$ cat src/rtl/if_fetch_unit_pkg.sv
// if_fetch_unit_pkg
// Shared types and constants for the IF-stage fetch unit:
//   state_t      FETCH/HOLD encodings of the fetch FSM
//   PCSRC_*      ID-stage redirect select encodings
//   NOP_INST_DEF bubble word (sll $0,$0,0)
//   fetch_dbg_t  debug view of the fetch unit's internal state
//   word_align() clears the byte-offset bits of an address
package if_fetch_unit_pkg;

   typedef enum logic {
      FETCH = 1'b0,
      HOLD  = 1'b1
   } state_t;

   localparam logic [1:0] PCSRC_SEQ = 2'b00;
   localparam logic [1:0] PCSRC_BPC = 2'b01;
   localparam logic [1:0] PCSRC_RPC = 2'b10;
   localparam logic [1:0] PCSRC_JPC = 2'b11;

   localparam logic [31:0] NOP_INST_DEF = 32'h0000_0000;
   localparam logic [31:0] RESET_PC_DEF = 32'h0000_0000;

   typedef struct packed {
      state_t      state;
      logic [31:0] pc;
      logic        redir_pend;
   } fetch_dbg_t;

   function automatic logic [31:0] word_align(input logic [31:0] a);
      return {a[31:2], 2'b00};
   endfunction

endpackage

$ cat src/rtl/if_fetch_unit_if.sv
// if_fetch_unit_if
// Instruction-memory fetch bus.
//   req    fetch request, held with addr until ack
//   addr   word-aligned fetch address
//   ack    rdata valid this cycle; may assert in the same cycle as req
//   rdata  instruction word
// Handshake: a transfer completes on a rising edge where req=1 and ack=1.
// req/addr stay stable from the first cycle req is raised until that edge;
// the requester may abandon a request only through reset.
interface if_fetch_unit_if;
   logic        req;
   logic [31:0] addr;
   logic        ack;
   logic [31:0] rdata;

   modport master (output req, output addr, input ack, input rdata);
   modport slave  (input req, input addr, output ack, output rdata);
endinterface

$ cat src/rtl/if_fetch_unit_pc_next_sel.sv
// if_fetch_unit_pc_next_sel
// Combinational next-PC selection.
//   pc          current fetch PC
//   pcsrc       ID redirect select (PCSRC_*)
//   bpc/rpc/jpc branch / jr / jump targets
//   redir_pend  a redirect was captured earlier and is still owed
//   redir_pc    the captured redirect target
//   tgt         target selected by pcsrc (word aligned)
//   nxt         PC to load when the current instruction is consumed
module if_fetch_unit_pc_next_sel
   import if_fetch_unit_pkg::*;
(
   input  logic [31:0] pc,
   input  logic [1:0]  pcsrc,
   input  logic [31:0] bpc,
   input  logic [31:0] rpc,
   input  logic [31:0] jpc,
   input  logic        redir_pend,
   input  logic [31:0] redir_pc,
   output logic [31:0] tgt,
   output logic [31:0] nxt
);

   always_comb begin
      tgt = 32'h0;
      case (pcsrc)
         PCSRC_BPC: tgt = word_align(bpc);
         PCSRC_RPC: tgt = word_align(rpc);
         PCSRC_JPC: tgt = word_align(jpc);
         default:   tgt = 32'h0;
      endcase

      // A live redirect from ID is newer than anything captured earlier.
      if (pcsrc != PCSRC_SEQ)
         nxt = tgt;
      else if (redir_pend)
         nxt = redir_pc;
      else
         nxt = pc + 32'd4;   // wraps FFFF_FFFC -> 0 naturally
   end

endmodule

$ cat src/rtl/if_fetch_unit.sv
// if_fetch_unit
// IF-stage producer for the IF/ID pipeline register. Owns the PC, fetches
// from a variable-latency instruction memory and applies ID redirects with
// delayed-branch semantics (the instruction currently in IF is the delay
// slot). Because IF/ID loads on every edge, a stall is honoured by
// re-presenting the last delivered pc4/inst pair.
// Ports:
//   clk, clrn   clock (rising edge), asynchronous active-low reset
//   stall       ID must hold its current instruction
//   pcsrc       redirect select: 00 seq, 01 bpc, 10 rpc, 11 jpc
//   bpc/rpc/jpc redirect targets
//   imem        instruction-memory bus (master side)
//   if_pc4      PC+4 of the presented instruction
//   if_inst     presented instruction
//   if_valid    1 = if_inst is a real fetched instruction
//   dbg         internal state view (FSM state, pc, redir_pend)
module if_fetch_unit
   import if_fetch_unit_pkg::*;
#(
   parameter logic [31:0] RESET_PC = RESET_PC_DEF,
   parameter logic [31:0] NOP_INST = NOP_INST_DEF
)(
   input  logic                   clk,
   input  logic                   clrn,
   input  logic                   stall,
   input  logic [1:0]             pcsrc,
   input  logic [31:0]            bpc,
   input  logic [31:0]            rpc,
   input  logic [31:0]            jpc,
   if_fetch_unit_if.master        imem,
   output logic [31:0]            if_pc4,
   output logic [31:0]            if_inst,
   output logic                   if_valid,
   output fetch_dbg_t             dbg
);

   state_t      state, state_nxt;
   logic [31:0] pc;
   logic [31:0] buf_inst;
   logic [31:0] last_pc4;
   logic [31:0] last_inst;
   logic        redir_pend;
   logic [31:0] redir_pc;

   logic [31:0] pc4;
   logic [31:0] tgt;
   logic [31:0] nxt;
   logic        fetch_ack;
   logic        consume;
   logic        park;

   assign pc4 = pc + 32'd4;

   if_fetch_unit_pc_next_sel u_pc_next_sel (
      .pc         (pc),
      .pcsrc      (pcsrc),
      .bpc        (bpc),
      .rpc        (rpc),
      .jpc        (jpc),
      .redir_pend (redir_pend),
      .redir_pc   (redir_pc),
      .tgt        (tgt),
      .nxt        (nxt)
   );

   // Gating with clrn makes req fall as soon as reset asserts, not at the
   // next edge; an in-flight request is simply abandoned.
   assign imem.req  = (state == FETCH) && clrn;
   assign imem.addr = pc;

   assign dbg = '{state: state, pc: pc, redir_pend: redir_pend};

   // FSM state register
   always_ff @(posedge clk or negedge clrn) begin
      if (!clrn)
         state <= FETCH;
      else
         state <= state_nxt;
   end

   // FSM next state and presented pair
   always_comb begin
      state_nxt = state;
      fetch_ack = (state == FETCH) && imem.ack;
      consume   = !stall && ((state == HOLD) || fetch_ack);
      // A word arriving while ID is stalled is parked until the stall ends.
      park      = stall && fetch_ack;
      if_pc4    = pc4;
      if_inst   = NOP_INST;
      if_valid  = 1'b0;

      if (stall) begin
         if_pc4  = last_pc4;
         if_inst = last_inst;
      end else if (state == HOLD) begin
         if_inst  = buf_inst;
         if_valid = 1'b1;
      end else if (fetch_ack) begin
         if_inst  = imem.rdata;
         if_valid = 1'b1;
      end

      if (consume)
         state_nxt = FETCH;
      else if (park)
         state_nxt = HOLD;
   end

   // Datapath registers
   always_ff @(posedge clk or negedge clrn) begin
      if (!clrn) begin
         pc         <= RESET_PC;
         buf_inst   <= NOP_INST;
         last_pc4   <= 32'h0;
         last_inst  <= NOP_INST;
         redir_pend <= 1'b0;
         redir_pc   <= 32'h0;
      end else begin
         // Bubbles are recorded too, so a stall after a bubble repeats it.
         if (!stall) begin
            last_pc4  <= if_pc4;
            last_inst <= if_inst;
         end

         if (park)
            buf_inst <= imem.rdata;

         if (consume) begin
            pc         <= nxt;
            redir_pend <= 1'b0;
         end else if (!stall && (pcsrc != PCSRC_SEQ)) begin
            // Delay slot not delivered yet: remember where to go after it.
            redir_pend <= 1'b1;
            redir_pc   <= tgt;
         end
      end
   end

endmodule

$ cat src/flat_wrapper.sv
// flat-port wrapper written by rule: the top's interface ports become plain ports
module if_fetch_unit_flat import if_fetch_unit_pkg::*;
#(
   parameter logic [31:0] RESET_PC = RESET_PC_DEF,
   parameter logic [31:0] NOP_INST = NOP_INST_DEF
)
  (clk, clrn, stall, pcsrc, bpc, rpc, jpc, if_pc4, if_inst, if_valid, dbg, imem_req, imem_addr, imem_ack, imem_rdata);
  if_fetch_unit_if imem_i ();
  input  logic clk;
  input  logic clrn;
  input  logic stall;
  input  logic [1:0] pcsrc;
  input  logic [31:0] bpc;
  input  logic [31:0] rpc;
  input  logic [31:0] jpc;
  output logic [31:0] if_pc4;
  output logic [31:0] if_inst;
  output logic if_valid;
  output fetch_dbg_t dbg;
  output wire logic [$bits(imem_i.req)-1:0] imem_req;
  output wire logic [$bits(imem_i.addr)-1:0] imem_addr;
  input wire logic [$bits(imem_i.ack)-1:0] imem_ack;
  input wire logic [$bits(imem_i.rdata)-1:0] imem_rdata;
  assign imem_req = imem_i.req;
  assign imem_addr = imem_i.addr;
  assign imem_i.ack = imem_ack;
  assign imem_i.rdata = imem_rdata;
  if_fetch_unit #(.RESET_PC(RESET_PC), .NOP_INST(NOP_INST)) u_core (.clk(clk), .clrn(clrn), .stall(stall), .pcsrc(pcsrc), .bpc(bpc), .rpc(rpc), .jpc(jpc), .imem(imem_i), .if_pc4(if_pc4), .if_inst(if_inst), .if_valid(if_valid), .dbg(dbg));
endmodule
$ cat config.mk
export PLATFORM = sky130hd
export DESIGN_NAME = if_fetch_unit_flat
export DESIGN_NICKNAME = d
export VERILOG_FILES = /design/src/rtl/if_fetch_unit_pkg.sv /design/src/rtl/if_fetch_unit_if.sv /design/src/rtl/if_fetch_unit_pc_next_sel.sv /design/src/rtl/if_fetch_unit.sv /design/src/flat_wrapper.sv
export SDC_FILE = /design/constraint.sdc
export NUM_CORES = 1
export LEC_CHECK = 0
export ABC_AREA = 1
export BUFFER_PORTS_ARGS = -buffer_cell sky130_fd_sc_hd__clkbuf_2
export CAP_MARGIN = 20
export CORE_UTILIZATION = 38
export DETAILED_ROUTE_END_ITERATION = 12
export PLACE_DENSITY_LB_ADDON = 0.15
export SLEW_MARGIN = 20
export SYNTH_ARGS = -nofsm -noshare
export SYNTH_HDL_FRONTEND = slang
export SYNTH_HIERARCHICAL = 1
export SYNTH_SLANG_ARGS = --single-unit
$ cat constraint.sdc
create_clock -name clk -period 3.1 [get_ports clk]
set_clock_uncertainty 0.15 [all_clocks]
set_input_delay 0.465 -clock clk [delete_from_list [all_inputs] [get_ports clk]]
set_output_delay 0.465 -clock clk [all_outputs]
set_load 0.05 [all_outputs]
==> impl_metrics.toml <==
[synth]
synth_common_cells = "nand2_1, nor2_1, dfrtp_1"
netlist_top_cells_area = "dfrtp_1, nand2_1, mux2_2, nor2_1, a21oi_1"
yosysSeqAreaShare_pct = 41.4
synth_area_per_cell_um2 = 7.38
ys_seq_elements = 162
synth_edf_count = 0
ys.warnings.count = 6
yosysUniqueCellTypes = 33
synth_top_area_share_pct = 41.4
ys.flop_type = "dfrtp_1"
yosysTopAreaCell = "dfrtp_1"
async_reset_ff_share_pct = 100
synth_most_common_cell = "nand2_1"
synthCells = 1327
synth_area_um2 = 9800

[final_layout]
finalInstanceArea_um2 = 12000
area_growth_pct = 22.0
insertedDiodeCount = 0
final_nets = 1683
postLayoutCoreUtil_pct = 47.3
drive_above_1_share_pct = 28.6
fin_cells = 1890

[place]
dp.final_hpwl_um = 20900
place_congestion = 0.866
port_buffers = 259
placed_area_um2 = 11300
dp_cells = 1857

[pwr]
p_sw_mw = 3.19
seqPwrFrac_pct = 37.2
combPwrFrac_pct = 34.6
power.internal_mw = 4.32
vdd_drop_max_v = 0.000381
p_leak_nw = 6.08
clockPowerShare_pct = 28.2
p_per_area_nw_per_um2 = 628
p_sw_share_pct = 42.5

[worst_setup_path]
crit_type = "reg -> out"
cp.required_ns = 2.48
startpoint_type = "flip-flop"
critPathArrivalTime_ns = 2.38
end_kind = "output pin"
path_max_fanout = 6

[floorplanning]
num_io_pins = 266
start_util_pct = 38.8
rows = 58
dieArea_um2 = 26400
die_w_um = 163
fp.dieH_um = 163
coreArea_um2 = 25300

[routing]
drt-total-wl_um = 29200
viasPerCell = 4.93
drtPass1Iterations = 5
ant_nets = 0
vias = 9322
drt-initial-drc-count = 609
drc_errors = 0
wl_per_cell_um = 15.5

[job]
drv_cap = 0

[global_routing]
grt_pass1_vias = 8649
overflow = 0
antenna_found_initial = 0
grt_usage_pct = 22.5
grt_max_degree = 113
grt_pass1_wl_um = 46300

[clock_tree]
cts-htree-levels = 4
cts.sinks = 162
cts_setup_buffers = 0
clockRootBuffer = "clkbuf_16"
clkTransAtPathRegs_ns = 0.07
cts_tree = "yes"
clk_latency_ns = 0.43
numCtsBuffers = 17
clock_path_buffers = 2

[timing]
setup-violations-final = 0
rsz0062_at_grt = "yes"
drv_slew = 0
fmax_mhz = 334
period_share_pct = 96.6
fin_setup_tns_ns = 0
worst_pin_slew_ns = 0.669
hold_viol = 0
timing.final.crit_period_ns = 3.00
slew_headroom_pct = 55.4

[min_path]
hold_class = "in -> reg"

[status]
outcome = "completed"
==> cell usage in the layout, fill, tap and decap left out, drive strengths merged, types with 3 or more instances in the layout <==
| master | n |
|---|---|
| a21oi | 117 |
| o21bai | 11 |
| dfrtp | 162 |
| o21ai | 56 |
| clkinv | 8 |
| xnor2 | 5 |
| and2 | 4 |
| nor3 | 3 |
| inv | 100 |
| buf | 36 |
| xor2 | 3 |
| or2 | 4 |
| nand3 | 68 |
| a221oi | 10 |
| nor2 | 188 |
| nand2 | 447 |
| clkbuf | 267 |
| mux2 | 64 |
==> registers in the layout, indices dropped and copies added, names as in the netlist <==
signal	count
u_core/buf_inst	32
u_core/redir_pend	1
u_core/state	1
u_core/last_inst	32
u_core/imem.addr	32
u_core/redir_pc	32
u_core/last_pc4	32
==> repair_timing <==
action,in CTS,in global routing
endpoints found under the hold margin,3,0
resized for setup,3,13
hold buffers,1,0
setup endpoints to repair,6,17
==> path summary, 6_finish.rpt <==
path | startpoint | end | slack [ns] | cells after the start
setup / recovery | u_core/imem.addr[2]$_DFFE_PN0P_ | if_pc4[18] | 0.10 | 10
hold / removal | imem_rdata[25] | u_core/buf_inst[25]$_DFFE_PN0P_ | 0.13 | 2
setup reg to reg | u_core/state$_DFFE_PN0P_ | u_core/redir_pc[23]$_DFFE_PN0P_ | 0.93 | 6
hold reg to reg | u_core/last_pc4[30]$_DFFE_PN0N_ | u_core/last_pc4[30]$_DFFE_PN0N_ | 0.32 | 2
max in group asynchronous | clrn | u_core/last_inst[17]$_DFFE_PN0N_ | 1.08 | 4
min in group asynchronous | clrn | u_core/last_pc4[9]$_DFFE_PN0N_ | 0.61 | 3
==> through the flow <==
stage / total power, mW / worst slack (ns) / hold WS [ns]
after floorplan: 4.68 / 0.00318 / 0.0194
after global routing: 7.91 / -0.0950 / 0.112
after CTS: 7.57 / 0.0193 / 0.108
final: 7.51 / 0.105 / 0.127
after detailed placement: 5.43 / 0.366 / 0.309
after global placement: 5.39 / 0.425 / 0.304
==> cells by family (layout without fill, tap and decap cells) <==
family                   count (synthesis)  in the layout  share of synthesized area, %
AO/OA/AOI/OAI                          196            196                          11.2
XOR/XNOR                                 8              8                         0.715
adder cells (fa/ha/maj)                  2              2                         0.255
buffers and inverters                  180            412                          8.94
flip-flops                             162            162                          41.4
multiplexers                            64             64                          7.36
other                                    1              2                        0.0383
AND/OR/NAND/NOR                        714            714                          30.1
==> worst max-delay path: stages, from the launching register on <==
cell and delay [ns]:
dfrtp_1 0.46, ha_1 0.20, nand2_1 0.10, nor2_4 0.16
nand2_1 0.14, nor2_2 0.28, nor2_1 0.07, nor2_1 0.10
nand2_1 0.07, nand2_1 0.09, clkbuf_2 0.28
==> final cells by class <==
cell class	instances	area, um^2
clock buffer	18	439
clock inverter	14	163
fill	2597	13300
inverter	94	353
multi-input combinational	986	4880
sequential	162	4070
tap	330	413
timing repair buffer	286	1640
==> power by group through the flow <==
| stage | logic (mW) | registers, mW | clock network [mW] |
|---|---|---|---|
| 6_report | 2.60 | 2.79 | 2.12 |
| 5_1_grt | 2.81 | 2.84 | 2.26 |
| 4_1_cts | 2.61 | 2.79 | 2.18 |
| 3_5_place_dp | 2.60 | 2.82 | 0 |
| 3_3_place_gp | 2.58 | 2.81 | 0 |
| 2_1_floorplan | 1.71 | 2.97 | 0 |
==> layer usage <==
layer	routed length (um)	up-vias	global-route usage (%)
li1	-	4658	-
met1	14300	4313	33.5
met2	12700	319	33.6
met3	1810	32	3.62
met4	428	0	5.82
met5	0	-	0
No activity file was read; power rests on OpenSTA's default activity.
